## config.mk

```make
export PLATFORM = sky130hd
export DESIGN_NAME = nonce_mailbox
export DESIGN_NICKNAME = d
export VERILOG_FILES = /design/src/rtl/nonce_mailbox.sv
export SDC_FILE = /design/constraint.sdc
export NUM_CORES = 1
export LEC_CHECK = 0
export ABC_AREA = 1
export CORE_MARGIN = 2
export CORE_UTILIZATION = 49
export DETAILED_ROUTE_END_ITERATION = 6
export PLACE_DENSITY = 0.76
export SKIP_LAST_GASP = 1
export SYNTH_ARGS = -nofsm -noshare
export SYNTH_HDL_FRONTEND = slang
export SYNTH_SLANG_ARGS = --single-unit
```

## constraint.sdc

```tcl
create_clock -name clk -period 3.2 [get_ports clk]
set_clock_uncertainty 0.15 [all_clocks]
set_input_delay 0.32 -clock clk [delete_from_list [all_inputs] [get_ports clk]]
set_output_delay 0.32 -clock clk [all_outputs]
set_load 0.02 [all_outputs]
```

## src/rtl/nonce_mailbox.sv

```systemverilog
// -----------------------------------------------------------------------------
// nonce_mailbox
//
// Two-entry mailbox between the hashing core's found-strobe and the host bus.
// Nonces reported by the core are buffered in a 2-deep FIFO. The host pops
// them through a strobe/valid read port. Occupancy is published on
// mark_counter, which irq_gen watches. irq_gen holds irq high while
// mark_counter != 2'b10.
//
// Ports
//   clk           system clock, rising edge
//   reset_n       asynchronous active-low reset
//   found         1-cycle strobe from the hashing core, qualifies nonce_in
//   nonce_in      nonce to store
//   rd_req        1-cycle host read strobe
//   clr_ovf       clears the sticky overflow flag
//   rd_data       popped nonce, meaningful while rd_valid is high
//   rd_valid      1-cycle pulse qualifying rd_data
//   rd_err        1-cycle pulse for a read while empty
//   mark_counter  occupancy code: 2'b10 empty, 2'b00 one, 2'b01 two
//   overflow      sticky: a nonce was dropped because the mailbox was full
//
// Every output is a flop. No input reaches an output combinationally.
// -----------------------------------------------------------------------------
module nonce_mailbox #(
  parameter logic [2:0] du      = 3'd1,
  parameter int         NONCE_W = 32
) (
  input  logic               clk,
  input  logic               reset_n,
  input  logic               found,
  input  logic [NONCE_W-1:0] nonce_in,
  input  logic               rd_req,
  input  logic               clr_ovf,
  output logic [NONCE_W-1:0] rd_data,
  output logic               rd_valid,
  output logic               rd_err,
  output logic [1:0]         mark_counter,
  output logic               overflow
);

  // du is a simulation delay in the behavioural model this block replaces.
  // The synthesizable implementation applies no delay. The parameter is kept
  // so existing instantiations still elaborate.
  if (du == 3'd0) begin : g_zero_delay
  end

  // Occupancy states are encoded directly as the mark_counter value.
  typedef enum logic [1:0] {
    OCC_ONE   = 2'b00,
    OCC_TWO   = 2'b01,
    OCC_EMPTY = 2'b10,
    OCC_BAD   = 2'b11
  } occ_e;

  occ_e               state_q, state_d;
  logic               wr_ptr_q, wr_ptr_d;
  logic               rd_ptr_q, rd_ptr_d;
  logic [NONCE_W-1:0] slot_q [2];

  logic [1:0]         count;
  logic [1:0]         count_d;
  logic               bad_state;
  logic               do_push, do_pop, drop_push, empty_read;

  logic [NONCE_W-1:0] rd_data_d;
  logic               rd_valid_d, rd_err_d, overflow_d;

  // Decode the current occupancy and the events happening this cycle.
  always_comb begin
    // NOTE: every signal driven here gets a default first. A path that
    // leaves a signal unassigned would infer a latch.
    count     = 2'd0;
    bad_state = 1'b0;
    unique case (state_q)
      OCC_EMPTY: count = 2'd0;
      OCC_ONE:   count = 2'd1;
      OCC_TWO:   count = 2'd2;
      default:   bad_state = 1'b1;
    endcase

    // A pop frees a slot in the same cycle. A push into a full mailbox
    // therefore succeeds when a pop occurs alongside it.
    do_pop     = rd_req && !bad_state && (count != 2'd0);
    do_push    = found  && !bad_state && ((count != 2'd2) || do_pop);
    drop_push  = found  && !bad_state && (count == 2'd2) && !rd_req;
    empty_read = rd_req && !bad_state && (count == 2'd0);
  end

  // Next-state logic: occupancy and pointers.
  always_comb begin
    state_d  = state_q;
    wr_ptr_d = wr_ptr_q;
    rd_ptr_d = rd_ptr_q;
    count_d  = count + {1'b0, do_push} - {1'b0, do_pop};

    if (bad_state) begin
      // The unused code recovers to a clean empty mailbox.
      state_d  = OCC_EMPTY;
      wr_ptr_d = 1'b0;
      rd_ptr_d = 1'b0;
    end else begin
      if (do_push) wr_ptr_d = ~wr_ptr_q;
      if (do_pop)  rd_ptr_d = ~rd_ptr_q;
      unique case (count_d)
        2'd0:    state_d = OCC_EMPTY;
        2'd1:    state_d = OCC_ONE;
        default: state_d = OCC_TWO;
      endcase
    end
  end

  // Output logic: next values of the registered host-side outputs.
  always_comb begin
    rd_valid_d = do_pop;
    rd_err_d   = empty_read;
    rd_data_d  = do_pop ? slot_q[rd_ptr_q] : rd_data;
    // A set in the same cycle as a clear wins.
    overflow_d = drop_push || (overflow && !clr_ovf);
  end

  // State and output registers.
  always_ff @(posedge clk or negedge reset_n) begin
    if (!reset_n) begin
      state_q  <= OCC_EMPTY;
      wr_ptr_q <= 1'b0;
      rd_ptr_q <= 1'b0;
      rd_data  <= '0;
      rd_valid <= 1'b0;
      rd_err   <= 1'b0;
      overflow <= 1'b0;
    end else begin
      // NOTE: sequential state uses non-blocking assignments. Every flop
      // then samples pre-edge values, whatever order the statements are in.
      state_q  <= state_d;
      wr_ptr_q <= wr_ptr_d;
      rd_ptr_q <= rd_ptr_d;
      rd_data  <= rd_data_d;
      rd_valid <= rd_valid_d;
      rd_err   <= rd_err_d;
      overflow <= overflow_d;
    end
  end

  // Slot storage. When full, a push and a pop hit the same slot. The pop
  // above reads the old contents, because both take effect at the same edge.
  always_ff @(posedge clk) begin
    // NOTE: the slots are deliberately not reset. Occupancy and rd_valid
    // guard every read, so stale contents are never observed.
    if (do_push) slot_q[wr_ptr_q] <= nonce_in;
  end

  assign mark_counter = state_q;

endmodule

```

* Word-level counts from Yosys, hierarchy flattened
Memories as Yosys holds them, arrays and structs flattened. A register that Yosys moved wholly into a read port is not among the register bits.
Cells that the tools add are included.
Widths: inputs -> output; s select.
** Word-level totals
- Flip-flop bits (word level) :: 7
- RAM bits :: 64
- Input bits :: 37
- Logic and storage cells :: 45
- Memories kept :: 1
** Operators by class
- $add $sub $neg :: 2
- Equality and inequality tests :: 7
- Multiplexer cells :: 9
- Bitwise gates (word level) :: 2
- Reductions and logical operators :: 18
** Memories
- slot_q :: words 2, width 32, read ports 1, clocked after Yosys merged registers in 1, write ports 1, RTL line 59 : logic [NONCE_W-1:0] slot_q [2];
** Operator list (number)
- $logic_and 1x1->1 :: 8
- $pmux 2 s2 :: 2
- $logic_not 2->1 :: 3
- $mux 1 :: 6
- $eq 2x1->1 const B :: 2
- $eq 2x2->1 const B :: 2
- $ne 2x1->1 const B :: 2
- $logic_not 1->1 :: 3
- $reduce_or 3->1 :: 1
- $add 2x1->2 :: 1
- $logic_or 1x1->1 :: 2
- $mux 2 :: 1
- $ne 2x2->1 const B :: 1
- $not 1->1 :: 2
- $reduce_bool 2->1 :: 1
- $sub 2x1->2 :: 1

* Longest topological paths before layout
Gate-level depths: netlist (run 1).
- Word-level depth :: 11
- Depth in mapped cells :: 14
- Gate-level depth less buffers :: 13

* Worst setup path after synthesis (run 1)
No wires, ideal clock.
- Kind :: flip-flop to flip-flop
- From :: register state_q[1] (netlist: mark_counter[1])
- To :: memory slot_q[1][0], enable pin
- Setup time :: 0.421 ns
- Data arrival time :: 2.159 ns
- Data required time :: 2.629 ns
- Setup slack :: 0.469 ns
- Cell stages (with the launch flop) :: 7
- Clock period less this slack :: 2.731 ns
- Cells stage by stage :: dfstp_2 inv_2 nand2_4 buf_8 nand2_4 nand2_4 nor2_1
** On the way
- Word-level cells in the longest chain between the ends :: 8
- Elaborated cells on any way between the ends :: 14
- Classes of those cells :: 3 x eq/ne; 3 x mux; 8 x reduce/logical
** RTL lines
- start, declared :: RTL line 56 : occ_e state_q, state_d;
- start signal, assigned :: RTL line 135 : state_q <= state_d;
- $eq 2x1->1 (tied with other cells) :: RTL line 75 : unique case (state_q)
- $pmux 2 s2 / $reduce_or 3->1 (equally long branches)
- $reduce_bool 2->1 / $logic_and 1x1->1 (equally long branches) :: RTL line 84 : do_pop = rd_req && !bad_state && (count != 2'd0);
- $logic_and 1x1->1 :: RTL line 84
- $logic_or 1x1->1 :: RTL line 85 : do_push = found && !bad_state && ((count != 2'd2) || do_pop);
- $logic_and 1x1->1 * :: RTL line 85
- $mux 1 * :: RTL line 150 : if (do_push) slot_q[wr_ptr_q] <= nonce_in;
- $mux 1 (implied by the code) * :: RTL line 150
- end, declared :: RTL line 59
Mark *: on every way between the ends. The rest lies on a longest branch, timed or not.

* Worst setup path after layout (run 1)
- From :: register state_q[1] (netlist: mark_counter[1])
- To :: register state_q[1] (netlist: mark_counter[1])
** On the way
- Word-level cells in the longest chain between the ends :: 11
- Elaborated cells on any way between the ends :: 18
- Classes of those cells :: 2 x add/sub; 4 x eq/ne; 3 x mux; 9 x reduce/logical
** RTL lines
- $eq 2x1->1 (tied with other cells) :: RTL line 75
- $pmux 2 s2 / $reduce_or 3->1 (equally long branches)
- $reduce_bool 2->1 / $logic_and 1x1->1 (equally long branches) :: RTL line 84
- $logic_and 1x1->1 * :: RTL line 84
- net do_pop :: RTL line 64 : logic do_push, do_pop, drop_push, empty_read;
- $logic_or 1x1->1 :: RTL line 85
- $logic_and 1x1->1 :: RTL line 85
- $add 2x1->2 :: RTL line 95 : count_d = count + {1'b0, do_push} - {1'b0, do_pop};
- $sub 2x1->2 * :: RTL line 95
- $eq 2x1->1 / $logic_not 2->1 (equally long branches) :: RTL line 105 : unique case (count_d)
- $pmux 2 s2 * :: RTL line 105
- $mux 2 * :: RTL line 97 : if (bad_state) begin
- net state_d[1] :: RTL line 56
Mark *: on every way through the listed nets, which the timed path passes. The rest lies on a longest branch.
A chain may end at the register's enable or synchronous reset.

==> metrics.txt, run 1 <==
minimum clock period=2.13 ns; vias in the first global route=2341; post-cts resize count=0; Max Slew Vio Count=0; Post CTS Setup Buffer Count=0; HPWL after DPL=4320 um; final worst slack=1.07 ns; Layout fillers=617; Distinct cells, synth=21; setup TNS=0 ns; Die Area=8670 sq um; Fmax=0.469 GHz; compound-gate portion of the synthesized area=8.91%; post-synthesis cell count=312; WL final=6630 um; WL per Instance=13.5 um; CP Data Arrival Time=2.26 ns; syn avg cell area=12.5 sq um; Util after Layout=62.4%; Via density=4.74; # rows=32; CTS clk-pin slew, worst paths=0.09 ns; grt total ovfl=0; CP delay by family, top=flip-flops; worst endpoint required time=3.33 ns; slowest stage delay, CP=0.58 ns; # port buffers=73; most numerous cell in the Yosys netlist=nand2_1; Area growth, synth to finish=23.9%; Post-DRT Antenna Nets=0; vias=2329; drt pass-1 iters=4; Critical path buffers and inverters=4; starting density of the core=50.4%; mapped cell area=3890 sq um; biggest area consumer among synthesized cells=edfxtp_1; CP startpoint kind=flip-flop; standby leakage power=1.96 nW; main combinational cell family by area after synthesis=compound AO/OA/AOI/OAI gates; Max Cap Violations=0; H-tree depth=3; reg2reg path depth=10; top post-synthesis cells by area=edfxtp_1 49%, dfrtp_1 24%, nand2_1 7.0%, o21ai_0 5.7%, inv_1 4.0%; CTS root buf=clkbuf_8; Yosys top cell area share=49.4%; Post-synth top flop=edfxtp_1; Die W=93.1 um; Post-Syn Nets=351; I/O Pins=74; final hold vios=0; Ys Warns=0; largest net degree at the start of global routing=67; Skew-Pair Late Insertion Delay=0.35 ns; pre-CTS setup slack=0.784 ns; fraction of registers with async set/reset=37.9%; HP Class=flip-flop to flip-flop; Crit Path Class=flip-flop to flip-flop; placer congestion estimate=0.681; fin crit share=66.7%; Synth Area in Simple Gates=8.87%; # setup viols final=0; Post-synth EDFFs=64; flops & latches, synth=103; core area=7730 sq um; worst vdd ir=0.367 mV; Post-synth top cells=73 x nand2_1, 64 x edfxtp_1, 44 x o21ai_0, 41 x inv_1, 38 x dfrtp_1; status=finished, final reports clean; sequential-to-total area share from yosys stat=74.5%; first-pass GRT wire length=10700 um; CP Cell Sequence=inv_2, nand2_4, inv_1, ha_1, inv_1, ha_1, inv_1, nand2_1, nand3_1, a21boi_0; CP Capture Type=flip-flop; CTS tree=built; drt initial violations=119; largest fanout on the critical path=25; xor/xnor cell area share of the yosys netlist=0%; Antenna diodes=0; clk buf depth=2; hold depth=2; cell mode on critical path=inv_1; die height=93.1 um; PwrDens=884 nW/um^2; number of cells on the critical path=10; RSZ-0062 raised after global routing=false; CP max-delay cell=dfstp_2; share of layout cells above drive strength 1=6.43%; worst slew pin tran=0.940 ns; worst rel slew slack=37.3%; CTS buffer count=9; mux cell area share after synthesis=0%; Sink Count=103; footprint of the multi-input gates=724 sq um; nets@finish=425; Tot GR Track Use=16.5%; Post-route DRC=0; register area=2900 sq um; antenna violations before repair=0; Adder-Cell Fraction of Synth Area=0.643%
[metrics by stage]
| stage | area, sq um | hold WS (ns) | power (mW) | instances |
|---|---|---|---|---|
| final | 4820 | 0.341 | 4.26 | 491 |
| after global placement | 4660 | 0.318 | 3.56 | 476 |
| after detailed placement | 4660 | 0.323 | 3.64 | 476 |
| after floorplan | 3890 | -0.126 | 3.00 | 312 |
| after global routing | 4820 | 0.372 | 4.55 | 491 |
| after CTS | 4820 | 0.346 | 4.31 | 491 |
[flip-flops by register name, indices dropped and copies added, names as in the netlist]
register,count
overflow,1
slot_q,64
rd_ptr_q,1
mark_counter,2
rd_valid,1
rd_err,1
wr_ptr_q,1
rd_data,32
[layout by cell type (no fill, tap or decap), types with 2 or more instances in the layout]
cell type and instances:
nand2_1 73, buf_4 3, clkdlybuf4s50_1 72, o21ai_2 2, o21ai_0 44, inv_1 41
edfxtp_1 64, clkbuf_8 9, ha_1 2, nand2_4 3, o21ai_1 19, dfrtp_1 37
nand3_1 6
[timing repair]
| item | 4_1_cts | 5_1_grt |
|---|---|---|
| hold endpoints to repair | 38 | 0 |
| hold buffers | 1 | 0 |
| setup endpoints to repair | 0 | 0 |
[logic make-up (layout without fill, tap and decap cells)]
| logic type | count (synthesis) | in the layout |
|---|---|---|
| buf+inv | 56 | 133 |
| compound gates | 67 | 67 |
| simple gates | 84 | 84 |
| fa+ha+maj | 2 | 2 |
| flops | 103 | 103 |
[worst reg2reg max path, cell delays in order, from the launching register on]
cell and delay [ns]:
dfstp_2 0.58, inv_2 0.07, nand2_4 0.22, inv_1 0.11
ha_1 0.30, inv_1 0.06, ha_1 0.15, inv_1 0.05
nand2_1 0.08, nand3_1 0.09, a21boi_0 0.19
[power breakdown]
part | internal [mW] | total, mW | switching, mW
logic | 0.650 | 1.46 | 0.812
clock network | 0.272 | 0.679 | 0.407
registers | 1.85 | 2.12 | 0.269
total | 2.77 | 4.26 | 1.49
[path summary, 6_finish.rpt]
kind | startpoint | to | slack, ns
max reg2reg | mark_counter[1]$_DFF_PN1_ | mark_counter[1]$_DFF_PN1_ | 1.07
max in group asynchronous | reset_n | rd_ptr_q$_DFFE_PN0P_ | 1.81
min reg2reg | rd_data[7]$_DFFE_PN0N_ | rd_data[7]$_DFFE_PN0N_ | 0.34
min in group asynchronous | reset_n | rd_data[11]$_DFFE_PN0N_ | 0.48
min | rd_data[7]$_DFFE_PN0N_ | rd_data[7]$_DFFE_PN0N_ | 0.34
max | mark_counter[1]$_DFF_PN1_ | mark_counter[1]$_DFF_PN1_ | 1.07
[layer usage]
layer	global-route usage (%)	part of all wire (%)	vias to the layer above
met5	0	0	-
met4	8.46	1.6	0
met3	2.98	4.6	6
met2	28.6	50	52
met1	19.6	44	1088
li1	-	-	1183
[final cells by class]
type / instances / share of cell area, %
clock buffers: 10 / 2.65
flip-flops and latches: 103 / 60.2
repair buffers: 77 / 15.7
well taps: 102 / 2.65
clock inverters: 4 / 0.519
inverters: 42 / 3.27
multi-input cells: 153 / 15.0
Power figures use the tool's default switching activity.
==> run 2: changes to the inputs <==
CORE_UTILIZATION = 46   (was 49)
PLACE_DENSITY = 0.75   (was 0.76)
clock period = 1.7 ns   (was 3.2 ns; I/O delays follow)
==> metrics.txt, run 2 (synthesis results as in run 1) <==
placer congestion estimate=0.772 (+13%); commonest non-fill, non-tap cell in the layout=nand2_1; vias=2402 (+3.1%); most frequent cells in the layout=70 x nand2_1, 64 x edfxtp_1, 48 x clkdlybuf4s50_1, 44 x o21ai_0; I/O Pins=74 (unchanged); # rows=33 (+3.1%); WL per Instance=13.3 um (-1.4%); PwrDens=1650 nW/um^2 (+87%); reg2reg path depth=12 (+2); clock share of power=16.3% (+0.4 points); Layout fillers=644 (+4.4%); Post-DRT Antenna Nets=0 (unchanged); Gate power share=38.9% (+4.6 points); fin crit share=108% (+41 points); switching power=3.00 mW (+100%); starting density of the core=47.4% (-3.0 points); Via density=4.69 (-1.1%); HPWL after DPL=4700 um (+8.9%); met2 Track Usage GR=27.3% (-1.4 points); failing checks=negative setup slack; status=finished with violations; drt pass-1 iters=4 (unchanged); antenna violations before repair=0 (unchanged); Skew-Pair Late Insertion Delay=0.36 ns (about the same); worst r2r dst=mark_counter[1]$_DFF_PN1_; WL final=6820 um (+2.9%); HP Class=primary input to async pin; final hold vios=0 (unchanged); RSZ-0062 raised after global routing=true; Internal=5.52 mW (+99%); core area=8220 sq um (+6.3%); setup TNS=-0.232 ns (-0.232 ns); CP startpoint kind=flip-flop; r2r setup slk=-0.13 ns (-1.20 ns); largest net degree at the start of global routing=39 (-42%); CP Data Arrival Time=1.97 ns (-0.29 ns); CTS buffer count=9 (unchanged); nets@finish=441 (+3.8%); total power draw=8.52 mW (+100%); die height=96.0 um (+3.1%); Area after DPL=4900 sq um (+5.2%); worst rel slew slack=66.0% (+29 points); first-pass GRT wire length=11000 um (+3.0%); Max Slew Vio Count=0 (unchanged); H-tree depth=3 (unchanged); Fmax=0.547 GHz (+17%); vias in the first global route=2385 (+1.9%); share of layout cells above drive strength 1=13.5% (+7.1 points); Sink Count=103 (unchanged); worst endpoint required time=1.84 ns (-1.49 ns); switching share of power=35.2% (+0.30 points); Post-route DRC=0 (unchanged); Tot GR Track Use=16.3% (-0.18 points); Most Crowded Layer GR=met2; largest fanout on the critical path=3 (-88%); grt met3 use=5.17% (+2.2 points); # port buffers=73 (unchanged); final worst slack=-0.128 ns (-1.20 ns); Util after Layout=62.9% (+0.52 points); Die Area=9210 sq um (+6.2%); CTS clk-pin slew, worst paths=0.10 ns (about the same); Antenna diodes=0 (unchanged); post-route cell area=5170 sq um (+7.2%); share of power burned in registers=44.8% (-4.9 points); hold slack=0.152 ns (-0.189 ns); drt initial violations=134 (+13%); CP Capture Type=flip-flop; Area growth, synth to finish=32.8%; Largest register FFs=64 (unchanged); CTS root buf=clkbuf_8; clk buf depth=2 (unchanged); standby leakage power=2.31 nW (+18%); grt total ovfl=0 (unchanged); Most flops, register=slot_q; worst slew pin tran=0.510 ns (-0.430 ns); Max Cap Violations=0 (unchanged); routing usage on met1=19.9% (+0.28 points); Reg-to-Reg Start=mark_counter[1]$_DFF_PN1_; Die W=96.0 um (+3.1%); minimum clock period=1.83 ns (-0.305 ns); # setup viols final=2 (+2); worst vdd ir=0.783 mV (+110%); CTS tree=built; Crit Path Class=flip-flop to flip-flop
## run 2: cell count changes in the layout (fill, tap and decap cells not counted), moves of 2 or more
cell | previous run | this run
buf_12 | 0 | 7
buf_4 | 3 | 11
clkdlybuf4s50_1 | 72 | 48
clkinvlp_4 | 1 | 3
dlygate4sd2_1 | 0 | 2
dlymetal6s2s_1 | 0 | 21
ha_1 | 2 | 0
ha_4 | 0 | 2
inv_1 | 41 | 37
inv_2 | 1 | 3
inv_6 | 0 | 2
nand2_1 | 73 | 70
nand2_2 | 0 | 3
## run 2: final cells by class
class / instances / area [sq um] / area share (%)
clock buffers: 9 / 124 / 2.40
well taps: 105 / 131 / 2.54
flip-flops and latches: 103 / 2900 / 56.1
repair buffers: 93 / 1020 / 19.7
clock inverters: 7 / 56.3 / 1.09
inverters: 42 / 164 / 3.17
multi-input cells: 153 / 773 / 15.0
## run 2: how the worst max path moves through the flow
stage                               from                   endpoint
4_1_cts        mark_counter[1]$_DFF_PN1_  mark_counter[1]$_DFF_PN1_
6_report       mark_counter[1]$_DFF_PN1_  mark_counter[1]$_DFF_PN1_
3_5_place_dp                      rd_req  mark_counter[1]$_DFF_PN1_
2_1_floorplan  mark_counter[1]$_DFF_PN1_  mark_counter[1]$_DFF_PN1_
5_1_grt        mark_counter[1]$_DFF_PN1_  mark_counter[1]$_DFF_PN1_
3_3_place_gp                      rd_req  mark_counter[1]$_DFF_PN1_
## run 2: power by group through the flow
stage          sequential (mW)  combinational (mW)  clock [mW]
6_report                  3.82                3.32        1.39
5_1_grt                   3.91                3.66        1.55
4_1_cts                   3.84                3.37        1.44
3_5_place_dp              3.89                3.35           0
3_3_place_gp              3.86                3.26           0
2_1_floorplan             4.35                1.39           0
## run 2: timing repair
item / 4_1_cts / 5_1_grt
setup buffers: 1 / 1
endpoints found under the setup margin: 9 / 56
resized for setup: 6 / 24
hold buffers: 1 / 0
hold endpoints to repair: 38 / 0
pin swaps: 5 / 3
## run 2: critical path, stage by stage, from the launching register on
cell and delay [ns]:
dfstp_2 0.55, inv_2 0.05, nand2_4 0.08, buf_6 0.10, inv_4 0.03, ha_4 0.24, inv_2 0.03, ha_4 0.15
inv_2 0.06, nand2_2 0.06, nand2_2 0.06, nand2_2 0.05, a21boi_2 0.15
## run 2: per-layer routing
layer  vias up  part of all wire, %
met3         8                  4.5
met2        51                   50
li1       1222                    -
met1      1121                   43
met5         -                    0
met4         0                  1.6
## run 2: metrics by stage
stage          setup WS [ns]  std cells
3_5_place_dp          -0.253        493
2_1_floorplan         -0.303        312
6_report              -0.128        512
5_1_grt               -0.185        512
4_1_cts               -0.104        511
3_3_place_gp          -0.187        493
